==> src/rtl/spi_cmd_frame_decoder.sv <==
// spi_cmd_frame_decoder: assembles fixed 9-byte SPI command frames, validates
// byte order, XOR checksum and command fields, and decodes each good frame into
// a camera capture command, a camera I2C byte or a hard-reset pulse.
module spi_cmd_frame_decoder #(
    parameter int NUM_CAMS        = 2,
    parameter int TS_WIDTH        = 28,
    parameter int TIMEOUT_CYCLES  = 1000,
    parameter int CHECKSUM_EN     = 1,
    parameter int HARD_RST_CYCLES = 4
) (
    input  logic                sysClk,
    input  logic                sysRst_n,
    input  logic [7:0]          spi_byte,
    input  logic                spi_input_valid,
    input  logic [3:0]          spi_byte_num,
    output logic [7:0]          cam_i2c_byte,
    output logic [1:0]          compression,
    output logic                RGB,
    output logic [1:0]          cam_id,
    output logic [TS_WIDTH-1:0] timestamp,
    output logic                trigger,
    output logic [15:0]         trigger_index,
    output logic                cam_interface_output_valid,
    output logic                cam_i2c_output_valid,
    output logic                hard_reset,
    output logic                err_seq,
    output logic                err_timeout,
    output logic                err_cksum,
    output logic                err_cmd,
    output logic [7:0]          good_frame_count
);

    localparam int TO_W = $clog2(TIMEOUT_CYCLES + 1);
    localparam int HR_W = (HARD_RST_CYCLES > 1) ? $clog2(HARD_RST_CYCLES) : 1;
    localparam logic [TO_W-1:0] TO_LAST     = TO_W'(TIMEOUT_CYCLES - 1);
    localparam logic [HR_W-1:0] HR_LAST     = HR_W'(HARD_RST_CYCLES - 1);
    localparam logic [2:0]      NUM_CAMS_L  = 3'(NUM_CAMS);

    typedef enum logic [1:0] {
        ST_IDLE  = 2'd0,
        ST_RECV  = 2'd1,
        ST_CHECK = 2'd2
    } state_t;

    // XOR of the eight payload bytes (byte i at bits [8*i +: 8])
    function automatic logic [7:0] frame_xor(input logic [63:0] bytes);
        logic [7:0] acc;
        acc = 8'h00;
        for (int i = 0; i < 8; i++) begin
            acc = acc ^ bytes[8*i +: 8];
        end
        return acc;
    endfunction

    state_t            state_r;
    state_t            state_s;
    logic [3:0]        expected_r;
    logic [3:0]        expected_s;
    logic [TO_W-1:0]   timeout_r;
    logic [TO_W-1:0]   timeout_s;
    logic [71:0]       frame_r;
    logic [HR_W-1:0]   hr_cnt_r;

    logic              store_en_s;
    logic              err_seq_s;
    logic              err_to_s;
    logic              err_ck_s;
    logic              err_cmd_s;
    logic              cap_ok_s;
    logic              i2c_ok_s;
    logic              hr_ok_s;

    // frame field views; byte 0 occupies the low bits
    logic [7:0]        hdr_s;
    logic [31:0]       ts32_s;
    logic [15:0]       tidx_s;
    logic [7:0]        b7_s;
    logic [7:0]        b8_s;
    logic              cksum_bad_s;
    logic              cam_bad_s;

    assign hdr_s       = frame_r[7:0];
    assign ts32_s      = {frame_r[15:8], frame_r[23:16], frame_r[31:24], frame_r[39:32]};
    assign tidx_s      = {frame_r[47:40], frame_r[55:48]};
    assign b7_s        = frame_r[63:56];
    assign b8_s        = frame_r[71:64];
    assign cksum_bad_s = (CHECKSUM_EN != 0) && (frame_xor(frame_r[63:0]) != b8_s);
    assign cam_bad_s   = ({1'b0, hdr_s[5:4]} >= NUM_CAMS_L);

    // state, byte-index and timeout registers
    always_ff @(posedge sysClk or negedge sysRst_n) begin
        if (!sysRst_n) begin
            state_r    <= ST_IDLE;
            expected_r <= 4'd0;
            timeout_r  <= '0;
        end else begin
            state_r    <= state_s;
            expected_r <= expected_s;
            timeout_r  <= timeout_s;
        end
    end

    // next-state logic, byte acceptance, frame validation and error detection
    always_comb begin
        state_s    = state_r;
        expected_s = expected_r;
        timeout_s  = timeout_r;
        store_en_s = 1'b0;
        err_seq_s  = 1'b0;
        err_to_s   = 1'b0;
        err_ck_s   = 1'b0;
        err_cmd_s  = 1'b0;
        cap_ok_s   = 1'b0;
        i2c_ok_s   = 1'b0;
        hr_ok_s    = 1'b0;
        case (state_r)
            ST_IDLE: begin
                timeout_s = '0;
                if (spi_input_valid) begin
                    if (spi_byte_num == 4'd0) begin
                        store_en_s = 1'b1;
                        expected_s = 4'd1;
                        state_s    = ST_RECV;
                    end else begin
                        err_seq_s  = 1'b1;
                    end
                end else begin
                    state_s = ST_IDLE;
                end
            end
            ST_RECV: begin
                if (spi_input_valid) begin
                    timeout_s = '0;
                    if (spi_byte_num == expected_r) begin
                        store_en_s = 1'b1;
                        if (expected_r == 4'd8) begin
                            expected_s = 4'd0;
                            state_s    = ST_CHECK;
                        end else begin
                            expected_s = expected_r + 4'd1;
                        end
                    end else if (spi_byte_num == 4'd0) begin
                        store_en_s = 1'b1;
                        expected_s = 4'd1;
                    end else begin
                        err_seq_s  = 1'b1;
                        expected_s = 4'd0;
                        state_s    = ST_IDLE;
                    end
                end else if (timeout_r == TO_LAST) begin
                    err_to_s   = 1'b1;
                    timeout_s  = '0;
                    expected_s = 4'd0;
                    state_s    = ST_IDLE;
                end else begin
                    timeout_s  = timeout_r + 1'b1;
                end
            end
            ST_CHECK: begin
                timeout_s = '0;
                state_s   = ST_IDLE;
                // hard reset does not address a camera, so cam_id is only
                // range-checked for capture and i2c commands
                if (cksum_bad_s) begin
                    err_ck_s  = 1'b1;
                end else if (hdr_s[7:6] == 2'b11) begin
                    err_cmd_s = 1'b1;
                end else if (hdr_s[7:6] == 2'b10) begin
                    hr_ok_s   = 1'b1;
                end else if (cam_bad_s) begin
                    err_cmd_s = 1'b1;
                end else if (hdr_s[7:6] == 2'b00) begin
                    cap_ok_s  = 1'b1;
                end else begin
                    i2c_ok_s  = 1'b1;
                end
                // byte 0 of the next frame may arrive while the check runs
                if (spi_input_valid) begin
                    if (spi_byte_num == 4'd0) begin
                        store_en_s = 1'b1;
                        expected_s = 4'd1;
                        state_s    = ST_RECV;
                    end else begin
                        err_seq_s  = 1'b1;
                    end
                end else begin
                    expected_s = 4'd0;
                end
            end
            default: begin
                state_s    = ST_IDLE;
                expected_s = 4'd0;
                timeout_s  = '0;
            end
        endcase
    end

    // frame buffer: write the accepted byte into its slot
    always_ff @(posedge sysClk or negedge sysRst_n) begin
        if (!sysRst_n) begin
            frame_r <= 72'h0;
        end else begin
            for (int i = 0; i < 9; i++) begin
                if (store_en_s && (spi_byte_num == 4'(i))) begin
                    frame_r[8*i +: 8] <= spi_byte;
                end
            end
        end
    end

    // registered decoded fields, strobes, hard-reset pulse and frame counter
    always_ff @(posedge sysClk or negedge sysRst_n) begin
        if (!sysRst_n) begin
            cam_i2c_byte               <= 8'h00;
            compression                <= 2'b00;
            RGB                        <= 1'b0;
            cam_id                     <= 2'b00;
            timestamp                  <= '0;
            trigger                    <= 1'b0;
            trigger_index              <= 16'h0000;
            cam_interface_output_valid <= 1'b0;
            cam_i2c_output_valid       <= 1'b0;
            hard_reset                 <= 1'b0;
            hr_cnt_r                   <= '0;
            err_seq                    <= 1'b0;
            err_timeout                <= 1'b0;
            err_cksum                  <= 1'b0;
            err_cmd                    <= 1'b0;
            good_frame_count           <= 8'h00;
        end else begin
            cam_interface_output_valid <= cap_ok_s;
            cam_i2c_output_valid       <= i2c_ok_s;
            err_seq                    <= err_seq_s;
            err_timeout                <= err_to_s;
            err_cksum                  <= err_ck_s;
            err_cmd                    <= err_cmd_s;
            if (cap_ok_s) begin
                cam_id        <= hdr_s[5:4];
                compression   <= hdr_s[3:2];
                RGB           <= hdr_s[1];
                timestamp     <= ts32_s[TS_WIDTH-1:0];
                trigger       <= b7_s[0];
                trigger_index <= tidx_s;
            end else if (i2c_ok_s) begin
                cam_id        <= hdr_s[5:4];
                cam_i2c_byte  <= b7_s;
            end else begin
                cam_id        <= cam_id;
            end
            if (cap_ok_s || i2c_ok_s || hr_ok_s) begin
                good_frame_count <= good_frame_count + 8'd1;
            end else begin
                good_frame_count <= good_frame_count;
            end
            // a new command reloads the width count, extending the pulse
            if (hr_ok_s) begin
                hard_reset <= 1'b1;
                hr_cnt_r   <= HR_LAST;
            end else if (hr_cnt_r != '0) begin
                hr_cnt_r   <= hr_cnt_r - 1'b1;
            end else begin
                hard_reset <= 1'b0;
            end
        end
    end

endmodule

==> config.mk <==
export PLATFORM = sky130hd
export DESIGN_NAME = spi_cmd_frame_decoder
export DESIGN_NICKNAME = d
export VERILOG_FILES = /design/src/rtl/spi_cmd_frame_decoder.sv
export SDC_FILE = /design/constraint.sdc
export NUM_CORES = 1
export LEC_CHECK = 0
export ABC_AREA = 1
export CORE_ASPECT_RATIO = 0.9
export CORE_MARGIN = 4
export CORE_UTILIZATION = 55
export DETAILED_ROUTE_END_ITERATION = 12
export PLACE_DENSITY = 0.86
export SYNTH_ARGS = -nofsm -noshare
export SYNTH_HDL_FRONTEND = slang
export SYNTH_SLANG_ARGS = --single-unit
==> constraint.sdc <==
create_clock -name sysClk -period 2.3 [get_ports sysClk]
set_input_delay 0.46 -clock sysClk [delete_from_list [all_inputs] [get_ports sysClk]]
set_output_delay 0.46 -clock sysClk [all_outputs]
set_load 0.02 [all_outputs]
==> Word-level counts from Yosys, hierarchy flattened <==
Index checks and enable logic that the tools add are counted.
{ "word_totals": {"register_bits": 163, "in_bits": 15, "out_inout_bits": 73, "elab_cells": 148} }
{ "classes": {"n_addsub": 4, "n_lt_le_gt_ge": 1, "n_eq_ne": 22, "muxes": 64, "n_bitwise": 8, "reduce_logical": 21} }
{ "op_table": {"columns": ["operator", "count"], "rows": [
  ["8-bit bitwise XOR", 7],
  ["1-bit 2-to-1 mux", 39],
  ["10-bit 2-to-1 mux", 3],
  ["4-bit 2-to-1 mux", 7],
  ["2-bit 2-to-1 mux", 11],
  ["4-bit by 3-bit == test with 1-bit output, second input constant", 4],
  ["4-bit case mux with 3 select lines", 1],
  ["10-bit by 1-bit adder with 10-bit output, second input constant", 1],
  ["10-bit == test, second input constant", 1],
  ["1-bit logical AND", 9],
  ["8-bit by 1-bit adder with 8-bit output, second input constant", 1],
  ["4-bit by 2-bit == test with 1-bit output, second input constant", 2],
  ["4-bit == test, second input constant", 2],
  ["4-bit inequality test, second input constant", 2],
  ["8-bit inequality test", 1],
  ["2-bit == test, second input constant", 3],
  ["3-bit inequality test, second input constant", 2],
  ["2-bit case mux with 3 select lines", 1],
  ["2-bit nonzero test", 3],
  ["4-bit by 1-bit adder with 4-bit output, second input constant", 1],
  ["4-bit by 1-bit == test with 1-bit output, second input constant", 1],
  ["4-bit == test", 1],
  ["2-bit logical NOT", 2],
  ["4-bit logical NOT", 1],
  ["10 further kinds", 14]
]} }

==> Longest topological paths before layout <==
Gate-level depths: netlist of run 1.
{ "depth": {"word_depth": 12, "depth_mapped": 17, "mapped_depth_nobuf": 16} }

==> Worst setup path after synthesis of run 1 <==
No wires, ideal clock.
{ "synth_timing": {"kind": "input-to-reg", "from": "input spi_byte_num[3]", "to": "register frame_r[53]", "setup_ps": 126, "arrival_time_ps": 1654, "required_ps": 2174, "path_slack_ps": 520, "path_stages": 11, "n_path_buf": 1, "path_cell_list": "nor2_4 -> nand2_2 -> nor2_4 -> inv_2 -> nor2_4 -> inv_4 -> nand2_8 -> nand4_4 -> buf_6 -> nand2_1 -> o21ai_1"} }
{ "synth_between": {"elab_chain_cells": 6, "word_cells_on_any_way": 9, "cone_classes": "2 x eq/ne; 5 x mux; 2 x reduce/logical"} }
{ "synth_rtl": {"columns": ["element", "line", "rtl"], "rows": [
  ["from (decl)", "15", "input logic [3:0] spi_byte_num,"],
  ["4-bit logical NOT", "120, 142, 179", null],
  ["1-bit 2-to-1 mux", "120, 142, 179", null],
  ["1-bit 2-to-1 mux", "134", "if (spi_byte_num == expected_r) begin"],
  ["1-bit 2-to-1 mux", "132", "if (spi_input_valid) begin"],
  ["1-bit case mux with 2 select lines", "116", "case (state_r)"],
  ["1-bit logical AND *", "204", "if (store_en_s && (spi_byte_num == 4'(i))) begin"],
  ["to (signal, indexed assignment)", "205", "frame_r[8*i +: 8] <= spi_byte;"],
  ["to (decl)", "61", "logic [71:0] frame_r;"]
]} }
Mark *: on every way between the ends. The rest lies on a longest branch, timed or not.
A chain may end at the register's enable or synchronous reset.

==> Final worst setup path of run 1 <==
{ "layout_timing": {"from": "register frame_r[43]", "to": "register timestamp[20]"} }
{ "layout_between": {"elab_chain_cells": 6} }
{ "layout_rtl": {"columns": ["element", "line", "rtl"], "rows": [
  ["8-bit bitwise XOR (3 in a row)", "50", "acc = acc ^ bytes[8*i +: 8];"],
  ["8-bit inequality test", "87", "assign cksum_bad_s = (CHECKSUM_EN != 0) && (frame_xor(frame_r[63:0]) != b8_s);"],
  ["1-bit 2-to-1 mux", "164", "if (cksum_bad_s) begin"],
  ["1-bit 2-to-1 mux", "116", null],
  ["to (signal assigned)", "241", "timestamp <= ts32_s[TS_WIDTH-1:0];"],
  ["to (decl)", "20", "output logic [TS_WIDTH-1:0] timestamp,"]
]} }
No other way between the ends.

==> reports/qor.yml, run 1 <==
min_path_type: "input pin to async pin"
final_core_util_pct: 69.9
grt_use_total_pct: 23.5
grt_first_pass_wirelength_mm: 29.9
io_buffer_count: 87
clk_latency_ns: 0.43
cp_cell_sequence: "xnor2_2 > nand2_1 > nand2_1 > inv_1 > nand3_1 > nand2_1 > inv_1 > nand2_1 > nor2_4 > buf_4 > nand3_4 > buf_12 > nand2_1 > o21ai_0"
dieWidth_um: 133
max_slew_margin_pct: 57.7
placed_area_um2: 8850
grt_pass1_vias: 6147
critPathCaptureType: "register"
r2r_cells: 14
hold_viol: 0
dp.final_hpwl_mm: 12.7
vdd_drop_max_mv: 0.576
drt.antenna.violating_nets: 0
fin_nets: 1055
cts_buffer_depth: 2
nFillCells: 990
rsz0062_at_grt: "no"
wl_met3_mm: 1.14
path_common_cell: "nand2_1"
arrival_ns: 2.40
n_antenna_cell: 0
wl_per_cell_um: 14.7
numCtsBuffers: 17
drive_above_1_share_pct: 7.56
worst_slew_pin_slew_ns: 0.631
power_density_nw_per_um2: 697
syn2layout_area_growth_pct: 22.7
stdcell_area_um2: 9450
layout_min_cycle_time_ns: 2.10
vias_per_cell: 5.23
core_area_um2: 13500
first_pass_iters: 5
rows: 40
startpoint_type: "register"
ys_ff_latch: 163
fin_ws_ns: 0.201
wl_mm: 17.8
timing.rr.end: "timestamp[20]$_DFFE_PN0P_"
start_util_pct: 57.0
clk_pin_slew_ns: 0.06
maxCapViolations: 0
syn_area_um2: 7700
cts_tree: "done"
io_pins: 88
rrSetupSlack_ns: 0.20
cp_slowest_cell: "dfrtp_2"
synth_fp_nets: 947
yosys_warnings: 0
first_iter_violations: 605
setup.worst_path.class: "register to register"
status: "complete, no violations"
setup_viol: 0
critPathRequiredTime_ns: 2.60
yosysUniqueCellTypes: 36
drt-met1-wl_mm: 7.96
slowest_delay_ns: 0.45
layout.cells.non_filler: 1213
overflow: 0
drc: 0
cp_max_fo: 59
clock-sinks: 163
synth_seq_area_share_pct: 53.0
max_freq_ghz: 0.476
final_max_slew_viol_count: 0
reg2reg_from: "frame_r[43]$_DFFE_PN0P_"
dieArea_um2: 16000
fin_total_pwr_w: 0.00658
wl_met2_mm: 8.32
dp_cells: 1183
gp_congestion: 0.907
top_layer_used: "met4"
post-route-period-util_pct: 91.3
htree_levels: 4
chipHeight_um: 120
cts_hold_buf: 0
leakagePower_nw: 4.68
grt_max_degree: 60
postSynthCellCount: 927
vias: 6346
clock_skew_ns: 0.00903
dpl_worst_slack_ns: -0.113
root_buffer: "clkbuf_16"
antenna_found_initial: 0
avgSynthCellArea_um2: 8.31
==> cells in the mapped netlist, drive strengths merged <==
cell type / n / area share, %
nand3b: 1 / 0.098
a22o: 1 / 0.11
nor3: 9 / 0.58
o211ai: 2 / 0.19
inv: 115 / 5.6
o311ai: 1 / 0.11
o21ai: 119 / 7.7
nor4: 1 / 0.081
o2111ai: 8 / 0.91
nor2: 43 / 2.6
or2: 1 / 0.081
ha: 5 / 0.81
xor2: 16 / 1.8
nand3: 43 / 3.7
nand2: 345 / 17
clkbuf: 8 / 0.39
a211oi: 1 / 0.098
xnor2: 16 / 1.8
dfrtp: 163 / 53
a21oi: 9 / 0.63
buf: 14 / 1.5
nand4: 6 / 1.2
==> where the power goes <==
| group | leakage [nW] | switching (W) | internal, W |
|---|---|---|---|
| combinational | 2.18 | 0.000564 | 0.000325 |
| sequential | 2.24 | 0.000124 | 0.00299 |
| clock | 0.259 | 0.00106 | 0.00152 |
| total | 4.68 | 0.00175 | 0.00483 |
==> per-stage QoR <==
step                      TNS [ns]  hold WS, ns
after floorplan                  0        0.164
after CTS                        0      0.00937
after global placement       -1.06        0.452
after global routing             0       0.0417
final                            0      0.00422
after detailed placement     -5.40        0.462
==> critical path: cells and delay by family (launching register included) <==
family	cells	cell delay, ns
AOI/OAI and AO/OA	1	0.08
xor gates and xnor gates	1	0.20
buffers and inverters	4	0.47
DFF	1	0.45
and+or+nand+nor	8	0.75
==> flip-flops by register name, summed over array words and instances (netlist names), 4 cells and up <==
name,cells
expected_r,4
trigger_index,16
frame_r,72
cam_i2c_byte,8
timestamp,28
timeout_r,10
good_frame_count,8
==> cells in the final DEF (no fill, tap or decap), types with 2 or more instances in the layout <==
cell,n
a21oi_1,8
nand3_1,37
inv_2,2
nor2_4,6
buf_6,2
o21ai_0,53
clkinv_2,4
dfrtp_1,162
nand4_4,3
ha_1,5
inv_1,111
buf_4,20
xor2_1,16
o211ai_1,2
nand2_1,343
xnor2_1,11
nand3_4,6
o2111ai_1,8
nand4_1,2
nor2_1,37
inv_4,2
xnor2_2,5
buf_12,3
clkbuf_16,17
clkbuf_1,4
clkbuf_8,2
o21ai_1,66
clkdlybuf4s50_1,86
nor3_1,9
==> metal layers <==
metal,vias up,track usage [%]
met5,-,0
met4,0,8.38
met3,35,6.11
met2,204,37.7
met1,2954,31.3
li1,3153,-
==> kinds of logic after synthesis <==
family | after synthesis | share of synthesized area (%)
buffers and inverters | 137 | 7.49
DFF | 163 | 53.0
AOI/OAI and AO/OA | 141 | 9.80
xor gates and xnor gates | 32 | 3.64
and+or+nand+nor | 449 | 25.3
adders and majority gates | 5 | 0.812
==> what timing repair did <==
action | CTS | global route
pin swaps | 0 | 2
resized for setup | 1 | 11
setup buffers | 0 | 1
endpoints found under the setup margin | 1 | 65
==> final cells by class <==
| cell class | count | area (µm²) | share of cell area, % |
|---|---|---|---|
| Clock buffer | 23 | 468 | 4.95 |
| Clock inverter | 6 | 57.6 | 0.609 |
| Inverter | 115 | 437 | 4.62 |
| Multi-Input combinational cell | 627 | 3100 | 32.8 |
| Sequential cell | 163 | 4080 | 43.2 |
| Tap cell | 168 | 210 | 2.23 |
| Timing Repair Buffer | 111 | 1090 | 11.6 |
==> worst max-delay path by stage <==
stage,depth (start not counted),from,end,slack [ns]
after floorplan,11,spi_byte_num[3],frame_r[53]$_DFFE_PN0P_,0.52
after global placement,8,spi_byte_num[1],frame_r[64]$_DFFE_PN0P_,-0.04
after detailed placement,8,spi_byte_num[1],frame_r[16]$_DFFE_PN0P_,-0.11
after CTS,11,frame_r[48]$_DFFE_PN0P_,timestamp[20]$_DFFE_PN0P_,0.02
after global routing,15,frame_r[53]$_DFFE_PN0P_,timestamp[2]$_DFFE_PN0P_,0.02
final,14,frame_r[43]$_DFFE_PN0P_,timestamp[20]$_DFFE_PN0P_,0.20
(Power assumes the default switching activity.)
==> run 2: changes to the inputs <==
Settings changed: CTS_CLUSTER_DIAMETER set to 50, GPL_TIMING_DRIVEN set to 0.
==> run 2 against run 1 <==
Via count up 2.2%. Critical path depth shrank 2. Largest power group unchanged. Count of clock-buffer cells in the layout decreased by 3. Cell count up 0.41%. Die area is the same. Clock skew rose by 0.0023 ns. Worst setup slack got worse by 0.13 ns. Clock power up 16%. Hold slack improved by 0.0084 ns. First-iteration DRC count decreased by 4.6%. Register-to-register slack got worse by 0.13 ns. Non-clock buffer count rose by 2.
==> reports/qor.yml, run 2 (same netlist as run 1, synthesis figures left out) <==
cts_tree: "done"
grt_pass1_vias: 6161
clock_skew_ns: 0.0113
timing.rr.end: "trigger_index[13]$_DFFE_PN0P_"
startpoint_type: "register"
wl_per_cell_um: 15.2
core_area_um2: 13500
rrSetupSlack_ns: 0.07
setup_viol: 0
drt.antenna.violating_nets: 0
first_pass_iters: 6
max_slew_margin_pct: 50.1
power_density_nw_per_um2: 730
hold_viol: 0
placed_area_um2: 8810
cp_max_fo: 10
dpl_worst_slack_ns: -0.483
layout_min_cycle_time_ns: 2.23
clk_pin_slew_ns: 0.07
critPathCaptureType: "register"
maxCapViolations: 0
grt_use_total_pct: 23.9
fin_ws_ns: 0.0692
largest_reg_flops: 72
post-route-period-util_pct: 97.0
arrival_ns: 2.55
max_freq_ghz: 0.448
reg2reg_from: "frame_r[50]$_DFFE_PN0P_"
dp_cells: 1183
critPathRequiredTime_ns: 2.62
wl_mm: 18.6
syn2layout_area_growth_pct: 23.6
root_buffer: "clkbuf_16"
grt_max_degree: 95
gp_congestion: 0.890
status: "complete, no violations"
fin_nets: 1057
final_cell_mix: "nand2_1 (343), dfrtp_1 (163), inv_1 (112), clkdlybuf4s50_1 (85), o21ai_1 (66)"
final_max_slew_viol_count: 0
chipHeight_um: 120
rows: 40
layout.cells.non_filler: 1218
drc: 0
fin_total_pwr_w: 0.00695
nFillCells: 1012
vdd_drop_max_mv: 0.549
leakagePower_nw: 4.69
r2r_cells: 12
htree_levels: 4
final_common_cell: "nand2_1"
n_antenna_cell: 0
min_path_type: "input pin to async pin"
worst_slew_pin_slew_ns: 0.745
dieArea_um2: 16000
first_iter_violations: 577
clock-sinks: 163
top_register: "frame_r"
start_util_pct: 57.0
numCtsBuffers: 17
grt_first_pass_wirelength_mm: 30.2
cts_buffer_depth: 2
dp.final_hpwl_mm: 13.0
antenna_found_initial: 0
dieWidth_um: 133
clk_latency_ns: 0.43
drive_above_1_share_pct: 7.52
io_pins: 88
setup.worst_path.class: "register to register"
io_buffer_count: 87
overflow: 0
vias_per_cell: 5.32
stdcell_area_um2: 9520
rsz0062_at_grt: "yes"
final.setup.tns_ns: 0
vias: 6484
reg_top3: "frame_r x72, timestamp x28, trigger_index x16"
## run 2: worst max path at each step
stage,from,endpoint,slack [ns],depth (start not counted)
floorplan,spi_byte_num[3],frame_r[53]$_DFFE_PN0P_,0.52,11
global placement,sysRst_n,good_frame_count[4]$_DFFE_PN0P_,-5.61,1
detailed placement,spi_byte_num[1],frame_r[21]$_DFFE_PN0P_,-0.48,12
CTS,frame_r[50]$_DFFE_PN0P_,trigger_index[13]$_DFFE_PN0P_,0.03,12
global route,frame_r[6]$_DFFE_PN0P_,trigger_index[13]$_DFFE_PN0P_,-0.12,14
finish,frame_r[50]$_DFFE_PN0P_,trigger_index[13]$_DFFE_PN0P_,0.07,12
## run 2: routing by layer
metal	wire length (µm)	GRT usage, %	part of all wire, %	vias to the layer above
met5	0	0	0	-
met4	413	9.61	2.2	0
met3	1190	5.49	6.4	29
met2	9040	39.6	49	211
met1	7920	30.7	43	3082
li1	-	-	-	3162
## run 2: final cells by class
type / count / area [µm²] / share of cell area, %
sequential: 163 / 4080 / 42.8
multi-input combinational: 627 / 3100 / 32.6
timing repair buffer: 91 / 921 / 9.67
clock buffer: 20 / 457 / 4.80
inverter: 115 / 434 / 4.56
tap: 168 / 210 / 2.21
clock inverter: 12 / 169 / 1.77
buffer: 22 / 149 / 1.56
## run 2: where the power goes
| part | leakage (nW) | internal, W | total, W | switching, W |
|---|---|---|---|---|
| clock | 0.293 | 0.00179 | 0.00300 | 0.00121 |
| sequential | 2.24 | 0.00298 | 0.00310 | 0.000119 |
| combinational | 2.16 | 0.000300 | 0.000846 | 0.000546 |
| total | 4.69 | 0.00507 | 0.00695 | 0.00187 |
## run 2: what timing repair did
| action | in CTS | in global routing |
|---|---|---|
| buffers inserted | 2 | 1 |
| gates resized for setup | 5 | 11 |
| endpoints found under the setup margin | 35 | 103 |
| endpoints found under the hold margin | 0 | 0 |
| hold buffers | 0 | 0 |
| pin swaps | 0 | 1 |
## run 2: critical path: stages, from the launching register on
cell,delay (ns)
dfrtp_1,0.42
xnor2_2,0.27
nand3_1,0.16
nand2_1,0.10
nand2_1,0.06
nand2_1,0.06
nand2_1,0.10
nor2_4,0.19
nand3_4,0.16
buf_4,0.23
buf_2,0.20
nand2_1,0.09
nand2_1,0.06
## run 2: stage by stage
stage	util, %	hold WS [ns]
after floorplan	-	0.164
after global placement	65.0	0.453
after detailed placement	65.2	0.459
after CTS	70.1	0.0403
after global routing	70.5	0.0586
final	70.5	0.0126
==> run 3: changes to the inputs <==
Settings changed: CORE_UTILIZATION 55 to 35, HOLD_SLACK_MARGIN set to 0.1, PLACE_DENSITY 0.86 to 0.62.
==> run 3 against run 2 <==
Register-to-register slack gained 0.12 ns. Clock skew shrank 0.0013 ns. Utilization decreased by 26 points. Cell count rose by 10%. First-iteration DRC count down 14%. Highest routed layer unchanged.
==> reports/qor.yml, run 3 (same netlist as run 1, synthesis figures left out) <==
overflow: 0
numCtsBuffers: 17
critPathCaptureType: "register"
first_iter_violations: 495
maxCapViolations: 0
dp.final_hpwl_mm: 13.8
first_pass_iters: 6
critPathRequiredTime_ns: 2.61
status: "complete, no violations"
dieArea_um2: 24400
layout.cells.non_filler: 1341
reg2reg_from: "frame_r[46]$_DFFE_PN0P_"
leakagePower_nw: 4.67
fin_ws_ns: 0.123
drt.antenna.violating_nets: 0
chipHeight_um: 149
antenna_found_initial: 0
hold_viol: 0
worst_slew_pin_slew_ns: 0.714
n_antenna_cell: 0
grt_pass1_vias: 5936
worstSetupEndpoint: "frame_r[22]$_DFFE_PN0P_"
io_pins: 88
grt_use_total_pct: 16.3
dieWidth_um: 164
intPower_w: 0.00482
dpl_worst_slack_ns: -0.475
final_max_slew_viol_count: 0
wl_per_cell_um: 14.2
start_util_pct: 35.6
vias_per_cell: 4.65
power_frac_clock_pct: 41.4
pwr-share-seq_pct: 46.1
nFillCells: 2099
clock-sinks: 163
min_path_type: "register to register"
setup.worst_path.class: "input pin to register"
final_common_cell: "nand2_1"
max_slew_margin_pct: 52.2
setup_viol: 0
grt_first_pass_wirelength_mm: 31.1
root_buffer: "clkbuf_16"
r2r_cells: 14
cts_buffer_depth: 2
syn2layout_area_growth_pct: 24.9
clk_pin_slew_ns: 0.07
gp_congestion: 0.819
crit_path_start: "spi_byte_num[0]"
timing.rr.end: "hr_cnt_r[0]$_DFFE_PN0P_"
vdd_drop_max_mv: 0.554
vias: 6232
clock_skew_ns: 0.0101
drc: 0
startpoint_type: "input pin"
switching_share_pct: 28.2
rrSetupSlack_ns: 0.19
rsz0062_at_grt: "no"
reg_top3: "frame_r x72, timestamp x28, trigger_index x16"
final_cell_mix: "nand2_1 (342), dfrtp_1 (163), inv_1 (112), clkdlybuf4s50_1 (84), o21ai_1 (66)"
layout_min_cycle_time_ns: 2.18
rows: 51
post-route-period-util_pct: 94.6
drive_above_1_share_pct: 7.33
grt_max_degree: 86
htree_levels: 4
power_density_nw_per_um2: 698
top_register: "frame_r"
largest_reg_flops: 72
io_buffer_count: 87
dp_cells: 1306
max_freq_ghz: 0.459
p_sw_w: 0.00189
arrival_ns: 2.48
cts_tree: "done"
wl_mm: 19.0
core_area_um2: 21600
clk_latency_ns: 0.43
combPwrFrac_pct: 12.5
fin_nets: 1057
cp_max_fo: 10
==> run 3: worst min path at each step <==
| stage | from | endpoint | slack [ns] | depth (start not counted) |
|---|---|---|---|---|
| final | timeout_r[0]$_DFF_PN0_ | timeout_r[0]$_DFF_PN0_ | 0.47 | 1 |
| after global routing | timeout_r[0]$_DFF_PN0_ | timeout_r[0]$_DFF_PN0_ | 0.50 | 1 |
| after CTS | timeout_r[0]$_DFF_PN0_ | timeout_r[0]$_DFF_PN0_ | 0.47 | 1 |
| after detailed placement | timeout_r[0]$_DFF_PN0_ | timeout_r[0]$_DFF_PN0_ | 0.46 | 1 |
| after global placement | timeout_r[0]$_DFF_PN0_ | timeout_r[0]$_DFF_PN0_ | 0.45 | 1 |
| after floorplan | sysRst_n | RGB$_DFFE_PN0P_ | 0.16 | 0 |
==> run 3: repair_timing <==
item | in CTS | in global routing
endpoints found under the setup margin | 28 | 125
buffers inserted | 0 | 2
pin swaps | 0 | 3
gates resized for setup | 3 | 16
endpoints found under the hold margin | 78 | 0
hold buffers | 1 | 0
==> run 3: metal layers <==
layer  GRT usage, %  up-vias  wire length, µm
li1               -     3150                -
met1           22.9     2924             9150
met2           25.7      142             8850
met3           3.63       16              839
met4           3.73        0              187
met5              0        -                0
==> run 3: critical path: stages <==
cell	delay, ns
clkdlybuf4s50_1	0.54
nor2_4	0.22
nand2_2	0.13
nor2_4	0.13
inv_2	0.06
nor2_4	0.15
inv_4	0.08
nand2_8	0.15
nand4_4	0.20
buf_6	0.23
nand2_1	0.06
o21ai_1	0.05
==> run 3: power by group through the flow <==
stage	Sequential (W)	Combinational [W]	Clock, W
final	0.00310	0.000841	0.00278
after global placement	0.00315	0.000781	0
after CTS	0.00309	0.000821	0.00283
after detailed placement	0.00315	0.000814	0
after floorplan	0.00312	0.000558	0
after global routing	0.00311	0.000977	0.00297
==> run 3: through the flow <==
| step | hold WS, ns | utilization [%] | area [µm²] | TNS (ns) | power [W] |
|---|---|---|---|---|---|
| finish | 0.470 | 44.5 | 9620 | 0 | 0.00671 |
| global route | 0.502 | 44.5 | 9620 | 0 | 0.00707 |
| CTS | 0.474 | 44.2 | 9560 | 0 | 0.00675 |
| detailed placement | 0.465 | 41.5 | 8970 | -28.00 | 0.00396 |
| global placement | 0.453 | 41.3 | 8930 | -1027.76 | 0.00393 |
| floorplan | 0.164 | - | 7700 | 0 | 0.00368 |
==> run 3: final cells by class <==
class                   instances  area [µm²]  share of cell area (%)
clock buffers                  19         443                    4.60
plain buffers                  22         158                    1.64
multi-input cells             627        3090                    32.1
well taps                     291         364                    3.78
repair buffers                 91         930                    9.66
inverters                     115         434                    4.51
flip-flops and latches        163        4080                    42.4
clock inverters                13         126                    1.31
